===== src/rtl/xadc_drp_sequencer_if.sv =====
// XADC-side signals of the DRP sequencer: end-of-conversion strobe plus the DRP read bus.
// master = sequencer, slave = XADC primitive (or its model).
interface xadc_drp_sequencer_if;
  logic        eoc_in;
  logic [4:0]  channel_in;
  logic        den_out;
  logic        dwe_out;
  logic [6:0]  daddr_out;
  logic [15:0] di_out;
  logic [15:0] do_in;
  logic        drdy_in;

  modport master (input eoc_in, channel_in, do_in, drdy_in,
                  output den_out, dwe_out, daddr_out, di_out);
  modport slave  (output eoc_in, channel_in, do_in, drdy_in,
                  input den_out, dwe_out, daddr_out, di_out);
endinterface


===== src/rtl/xadc_drp_sequencer.sv =====
// Issues one DRP read per matched XADC end-of-conversion and stores the 12-bit result
// in one of four slots; one-deep pending buffer for overlapping conversions plus a drdy timeout.
module xadc_drp_sequencer #(
  parameter logic [6:0] SLOT0_ADDR = 7'h00,
  parameter logic [6:0] SLOT1_ADDR = 7'h16,
  parameter logic [6:0] SLOT2_ADDR = 7'h1E,
  parameter logic [6:0] SLOT3_ADDR = 7'h17,
  parameter int         TIMEOUT    = 64
) (
  input  logic                        clk,
  input  logic                        rst_n,
  xadc_drp_sequencer_if.master        drp,
  input  logic [1:0]                  sel,
  output logic [11:0]                 sample_out,
  output logic                        sample_valid,
  output logic [1:0]                  sample_slot,
  output logic                        overrun,
  output logic                        timeout_err
);
  localparam int CW = $clog2(TIMEOUT + 1);

  typedef enum logic [1:0] {IDLE, REQ, WAIT} state_t;
  typedef struct packed {
    logic       vld;
    logic [6:0] addr;
  } req_t;

  state_t            state, state_nxt;
  req_t              pend;
  logic [CW-1:0]     cnt;
  logic [1:0]        cur_slot;
  logic [3:0][11:0]  slots;
  logic [6:0]        eoc_addr, issue_addr;
  logic [2:0]        eoc_lk, issue_lk;
  logic              eoc_hit, cnt_last;

  // {hit, slot}; lowest slot index wins when parameters collide
  function automatic logic [2:0] lookup(input logic [6:0] a);
    if (a == SLOT0_ADDR)      return 3'b100;
    else if (a == SLOT1_ADDR) return 3'b101;
    else if (a == SLOT2_ADDR) return 3'b110;
    else if (a == SLOT3_ADDR) return 3'b111;
    else                      return 3'b000;
  endfunction

  assign eoc_addr   = {2'b00, drp.channel_in};
  assign eoc_lk     = lookup(eoc_addr);
  assign eoc_hit    = drp.eoc_in & eoc_lk[2];
  assign issue_addr = pend.vld ? pend.addr : eoc_addr;
  assign issue_lk   = lookup(issue_addr);
  // counter loads TIMEOUT and counts down once per WAIT cycle: TIMEOUT WAIT cycles in total
  assign cnt_last   = (cnt == CW'(1));
  assign sample_out = slots[sel];

  always_ff @(posedge clk or negedge rst_n)
    if (!rst_n) state <= IDLE;
    else        state <= state_nxt;

  always_comb begin
    state_nxt = state;
    unique case (state)
      IDLE:    if (pend.vld || eoc_hit) state_nxt = REQ;
      REQ:     state_nxt = WAIT;
      WAIT:    if (drp.drdy_in || cnt_last) state_nxt = IDLE;
      default: state_nxt = IDLE;
    endcase
  end

  always_comb begin
    drp.den_out = (state == REQ);
    drp.dwe_out = 1'b0;
    drp.di_out  = '0;
  end

  always_ff @(posedge clk or negedge rst_n)
    if (!rst_n) begin
      pend          <= '0;
      cnt           <= '0;
      cur_slot      <= '0;
      slots         <= '0;
      drp.daddr_out <= '0;
      sample_valid  <= 1'b0;
      sample_slot   <= '0;
      overrun       <= 1'b0;
      timeout_err   <= 1'b0;
    end else begin
      sample_valid <= 1'b0;
      // pending is consumed on issue from IDLE; a same-cycle eoc refills it without overrun
      if (state == IDLE) begin
        if (pend.vld) pend <= '{vld: eoc_hit, addr: eoc_addr};
      end else if (eoc_hit) begin
        pend <= '{vld: 1'b1, addr: eoc_addr};
        if (pend.vld) overrun <= 1'b1;
      end
      unique case (state)
        IDLE: if (pend.vld || eoc_hit) begin
          drp.daddr_out <= issue_addr;
          cur_slot      <= issue_lk[1:0];
        end
        REQ:  cnt <= CW'(TIMEOUT);
        WAIT: begin
          cnt <= cnt - CW'(1);
          if (drp.drdy_in) begin
            slots[cur_slot] <= drp.do_in[15:4];
            sample_slot     <= cur_slot;
            sample_valid    <= 1'b1;
          end else if (cnt_last) begin
            timeout_err <= 1'b1;
          end
        end
        default: ;
      endcase
    end
endmodule


===== src/flat_wrapper.sv =====
// flat-port wrapper written by rule: the top's interface ports become plain ports
module xadc_drp_sequencer_flat 
#(
  parameter logic [6:0] SLOT0_ADDR = 7'h00,
  parameter logic [6:0] SLOT1_ADDR = 7'h16,
  parameter logic [6:0] SLOT2_ADDR = 7'h1E,
  parameter logic [6:0] SLOT3_ADDR = 7'h17,
  parameter int         TIMEOUT    = 64
)
  (clk, rst_n, sel, sample_out, sample_valid, sample_slot, overrun, timeout_err, drp_eoc_in, drp_channel_in, drp_do_in, drp_drdy_in, drp_den_out, drp_dwe_out, drp_daddr_out, drp_di_out);
  xadc_drp_sequencer_if drp_i ();
  input  logic clk;
  input  logic rst_n;
  input  logic [1:0] sel;
  output logic [11:0] sample_out;
  output logic sample_valid;
  output logic [1:0] sample_slot;
  output logic overrun;
  output logic timeout_err;
  input wire logic [$bits(drp_i.eoc_in)-1:0] drp_eoc_in;
  input wire logic [$bits(drp_i.channel_in)-1:0] drp_channel_in;
  input wire logic [$bits(drp_i.do_in)-1:0] drp_do_in;
  input wire logic [$bits(drp_i.drdy_in)-1:0] drp_drdy_in;
  output wire logic [$bits(drp_i.den_out)-1:0] drp_den_out;
  output wire logic [$bits(drp_i.dwe_out)-1:0] drp_dwe_out;
  output wire logic [$bits(drp_i.daddr_out)-1:0] drp_daddr_out;
  output wire logic [$bits(drp_i.di_out)-1:0] drp_di_out;
  assign drp_i.eoc_in = drp_eoc_in;
  assign drp_i.channel_in = drp_channel_in;
  assign drp_i.do_in = drp_do_in;
  assign drp_i.drdy_in = drp_drdy_in;
  assign drp_den_out = drp_i.den_out;
  assign drp_dwe_out = drp_i.dwe_out;
  assign drp_daddr_out = drp_i.daddr_out;
  assign drp_di_out = drp_i.di_out;
  xadc_drp_sequencer #(.SLOT0_ADDR(SLOT0_ADDR), .SLOT1_ADDR(SLOT1_ADDR), .SLOT2_ADDR(SLOT2_ADDR), .SLOT3_ADDR(SLOT3_ADDR), .TIMEOUT(TIMEOUT)) u_core (.clk(clk), .rst_n(rst_n), .drp(drp_i), .sel(sel), .sample_out(sample_out), .sample_valid(sample_valid), .sample_slot(sample_slot), .overrun(overrun), .timeout_err(timeout_err));
endmodule

===== config.mk =====
export PLATFORM = sky130hd
export DESIGN_NAME = xadc_drp_sequencer_flat
export DESIGN_NICKNAME = d
export VERILOG_FILES = /design/src/rtl/xadc_drp_sequencer_if.sv /design/src/rtl/xadc_drp_sequencer.sv /design/src/flat_wrapper.sv
export SDC_FILE = /design/constraint.sdc
export NUM_CORES = 1
export LEC_CHECK = 0
export CAP_MARGIN = 25
export CORE_UTILIZATION = 45
export CTS_CLUSTER_SIZE = 40
export DETAILED_ROUTE_END_ITERATION = 10
export GPL_TIMING_DRIVEN = 0
export PLACE_DENSITY = 0.67
export SYNTH_ARGS = -nofsm -noshare
export SYNTH_HDL_FRONTEND = slang
export SYNTH_SLANG_ARGS = --single-unit

===== constraint.sdc =====
create_clock -name clk -period 4.2 [get_ports clk]
set_clock_uncertainty 0.1 [all_clocks]
set_input_delay 0.42 -clock clk [delete_from_list [all_inputs] [get_ports clk]]
set_output_delay 0.42 -clock clk [all_outputs]
set_load 0.1 [all_outputs]

---- Word-level counts from Yosys, hierarchy flattened ----
Index checks and enable logic that the tools add are counted.
operators by class
  mux-type cells .......................... 23
  equality and inequality tests ........... 12
  reduce and logical (&&, ||, !) cells .... 14
  magnitude comparators ................... 3
  add/sub/neg operators ................... 1
  bitwise gates (word level) .............. 3
operator list
  operator                                              number
  bitwise mux 48 bit                                    1
  binary-select mux 12 bit (select 2 bit)               1
  demux 12 bit (select 2 bit)                           1
  two-way mux 12 bit                                    2
  two-way mux 8 bit                                     3
  equality test 7 x 5 -> 1 bit (second input constant)  3
  equality test 5 bit (second input constant)           3
  zero test 7 bit                                       2
  case mux 7 bit (2 select lines)                       1
  two-way mux 2 bit                                     6
  two-way mux 3 bit                                     4
  AND reduction 2 bit                                   4
  equality test 7 x 1 -> 1 bit (second input constant)  1
  two-way mux 7 bit                                     1
  subtractor 7 x 1 -> 7 bit (second input constant)     1
  < comparator 2 x 3 -> 1 bit (second input constant)   2
  != test 2 x 1 -> 1 bit (second input constant)        3
  case mux 2 bit (3 select lines)                       1
  AND reduction 3 bit                                   2
  nonzero test 2 bit                                    2
  equality test 2 x 1 -> 1 bit (second input constant)  1
  equality test 2 bit (second input constant)           1
  >= comparator 2 x 1 -> 1 bit (second input constant)  1
  zero test 2 bit                                       1
  other kinds (5)                                       8
word-level totals
  register bits after elaboration ......... 79
  output and inout bits ................... 42
  logic and storage cells ................. 70
  bits of input ports ..................... 27

---- Depth between registers and ports, before layout ----
  depth after elaboration ................. 9
  depth in mapped cells ................... 8
  gate-level depth less buffers ........... 7

---- Worst setup path after synthesis ----
OpenSTA, ideal clock, no wires.
  path type ............................... register to register
  start point ............................. reg u_core.state[0]
  end point ............................... reg u_core.slots[10] (netlist bit)
  stages on the path, launching flop included .. 8
  data required time ...................... 3.975 ns
  arrival time ............................ 1.831 ns
  path slack .............................. 2.144 ns
  setup time .............................. 0.125 ns
  clock period less this slack ............ 2.056 ns
  path buffers ............................ 2
  cell sequence ........................... dfrtp_1 inv_1 ha_1 clkbuf_1 nand2_1 nor3_1 buf_2 mux2_2
between the ends
  longest elaborated chain between the ends .. 2
RTL lines
  item                                  line                       source
  start, declared                       xadc_drp_sequencer.sv:28   state_t state, state_nxt;
  start signal, assigned                xadc_drp_sequencer.sv:57   else state <= state_nxt;
  equality test 2 bit                   xadc_drp_sequencer.sv:95   unique case (state)
  AND reduction 2 bit (no source line)  --
  end signal, assigned by index         xadc_drp_sequencer.sv:104  slots[cur_slot] <= drp.do_in[15:4];
  end, declared                         xadc_drp_sequencer.sv:32   logic [3:0][11:0] slots;
Every way passes these cells.
A chain may end at the register's enable or synchronous reset.

---- Worst setup path in the final report ----
  start point ............................. in sel[1]
  end point ............................... out sample_out[6]
between the ends
  longest elaborated chain between the ends .. 2
RTL lines
  item                                      line                      source
  start, declared                           flat_wrapper.sv:14        input logic [1:0] sel;
  binary-select mux 12 bit (select 2 bit)   xadc_drp_sequencer.sv:53  assign sample_out = slots[sel];
  two-way mux 12 bit (not written as such)  xadc_drp_sequencer.sv:53
  end, declared                             flat_wrapper.sv:15        output logic [11:0] sample_out;
Every way passes these cells. The select of a mux whose other input is x is not followed.

==> flow_summary.ini <==
[synthesis]
ys_warn_count = 0
synth_common_cells = 75 x dfrtp_1, 54 x mux2_2, 19 x buf_4
synth_cell_types = 36
synth_area_leaders = dfrtp_1 52%, mux2_2 17%, mux4_2 7.5%, buf_4 4.0%, mux2i_1 2.2%
synth.most_common_cell = dfrtp_1
synthFlopType = dfrtp_1
ys_async_sr_fraction = 1.000
yosysTopAreaCell = dfrtp_1
ys_ff_latch = 75
synth.top_cell.area_share = 0.5243
synthCells = 268
synth_edf_count = 0
synth.avg_cell_area_sq_um = 13.36
syn_area_sq_um = 3580
seq_area_frac_synth = 0.5243

[cts]
path_clk_slew_ps = 70
cts_tree = yes
clk-insertion-delay-late_ps = 340
cts_sinks = 75
clockBufferDepth = 2
clock-root-buffer = clkbuf_8
h-tree-depth = 3
numCtsBuffers = 9
cts-resized-gates = 0

[global_route]
grt_pass1_wl_mm = 11.20
grt_pass1_vias = 2307
grt_max_degree = 54
grt_antenna_before_repair = 0
overflow = 0
grt_usage = 0.1752

[sta]
hold_viol = 0
drv_slew = 0
min_period_ps = 3483
rsz0062_at_grt = false
worst_pin_slew_ps = 999.4
slew-limit-headroom = 0.3317
fin_setup_tns_ps = 0
fmax_ghz = 0.2871
setup_slack_ps = 716.6
setup_viol = 0
period_share = 0.8294

[placement]
placed_cell_area_sq_um = 4250
place.port_buffers = 45
hpwl_mm = 4.558
place_congestion = 0.7772
dp_slack_ps = 679.6
dp_cells = 434

[power]
powerDensity_nw_per_um2 = 773.7
design_power_total_w = 0.003473
leakage_nw = 2.116
vdd_drop_max_v = 0.0004072

[routing]
dr_total_vias = 2239
drt_iter0_drc = 108
drcViolationCount = 0
postRouteAntennaNets = 0
routed_via_density = 4.976
wl_per_cell_um = 14.40
drtPass1Iterations = 6
drt_wl_total_mm = 6.482

[hold_path]
hp-class = reg -> reg

[floorplan]
num_rows = 32
die_area_sq_um = 8316
start_util = 0.4632
die_w_um = 91.19
die_y_um = 91.19
core_sq_um = 7727
ios = 69

[setup_path]
critPathArrivalTime_ps = 2960
path_cells = clkdlybuf4s50_1 -> clkbuf_1 -> mux4_2 -> clkdlybuf4s50_1
crit_top_cell = clkdlybuf4s50_1
end_kind = primary output
worstPathRequired_ps = 3680
crit_type = in -> out
cp_slowest_cell = clkdlybuf4s50_1
start_kind = input pin
critPathMaxStageDelay_ps = 1140
worstPathMaxFanout = 10

[cells_and_area]
layout.cells.non_filler = 450
drive_above_1_share = 0.3276
finalNetCount = 377
fill_cells = 629
seqCellArea_sq_um = 1877
final_area_sq_um = 4489
n_antenna_cell = 0
multi_input_area_sq_um = 1543
area_delta_synth_final_pct = 25.41

[status]
status = complete, no violations

[job]
drv_cap = 0
## area by class of cell
| type | count | share of cell area |
|---|---|---|
| clock buffer | 9 | 0.02759 |
| inverter | 11 | 0.009197 |
| sequential | 75 | 0.4181 |
| buffer | 29 | 0.04153 |
| timing repair buffer | 47 | 0.1081 |
| multi-input combinational | 171 | 0.3436 |
| tap | 102 | 0.02843 |
| clock inverter | 6 | 0.02341 |
## stage by stage
step / utilization / hold WS [ps]
after floorplan: - / 24.41
after global placement: 0.5468 / 343.4
after detailed placement: 0.5500 / 244.2
after CTS: 0.5810 / 368.0
after global routing: 0.5810 / 392.1
final: 0.5810 / 360.9
## routing by layer
metal  wire (um)  track usage  up-vias
met3         201      0.04941        3
met2        3219       0.2727       43
met1        3045       0.2400     1128
met5           0            0        -
li1            -            -     1065
met4          16      0.05159        0
## power by group
group | total, W | internal, W | switching (W)
clock network | 0.000644 | 0.000388 | 0.000256
logic | 0.00167 | 0.000577 | 0.00110
registers | 0.00116 | 0.00100 | 0.000153
## worst max-delay path: cells and delay by family
family   cells  cell delay (ps)
buf+inv      3             2200
mux          1              340
## placed cells by master (no fill, tap or decap), types with 2 or more instances in the layout
cell type / count
a21oi_1: 2
a31oi_1: 4
buf_2: 5
buf_4: 20
bufinv_16: 3
clkbuf_1: 5
clkbuf_8: 9
clkdlybuf4s50_1: 44
clkinv_2: 3
conb_1: 19
dfrtp_1: 75
ha_1: 6
inv_1: 11
mux2_1: 2
mux2_2: 54
mux2i_1: 8
mux4_2: 12
nand2_1: 14
nand2b_1: 3
nand3_1: 11
nand4_1: 2
nor2_1: 5
nor2b_1: 3
nor3_1: 3
o21ai_0: 7
o21ai_4: 2
## state kept, by name, summed over array words and instances (netlist names)
name / count
u_core.cnt: 7
u_core.cur_slot: 2
u_core.drp.daddr_out: 5
u_core.overrun: 1
u_core.pend: 6
u_core.sample_slot: 2
u_core.sample_valid: 1
u_core.slots: 48
u_core.state: 2
u_core.timeout_err: 1
## timing repair
action	4_1_cts	5_1_grt
endpoints found under the hold margin	22	0
hold buffers	1	0
buffers inserted	0	0
## final timing paths
check | slack (ps) | startpoint | end | cells past startpoint
setup / recovery | 720 | sel[1] | sample_out[6] | 4
hold / removal | 360 | u_core.overrun | u_core.overrun | 1
setup reg to reg | 1730 | u_core.state[0] | u_core.slots[8] | 7
hold reg to reg | 360 | u_core.overrun | u_core.overrun | 1
max in group asynchronous | 3020 | rst_n | u_core.cur_slot[0] | 3
min in group asynchronous | 410 | rst_n | u_core.slots[5] | 2
## cell families after synthesis
kind of cell / synth area share
compound gates: 0.04893
xor+xnor: 0.002447
fa+ha+maj: 0.02097
buf+inv: 0.06361
flops: 0.5243
mux: 0.2740
other cells: 0.001048
simple gates: 0.06466
Power figures use the tool's default switching activity.
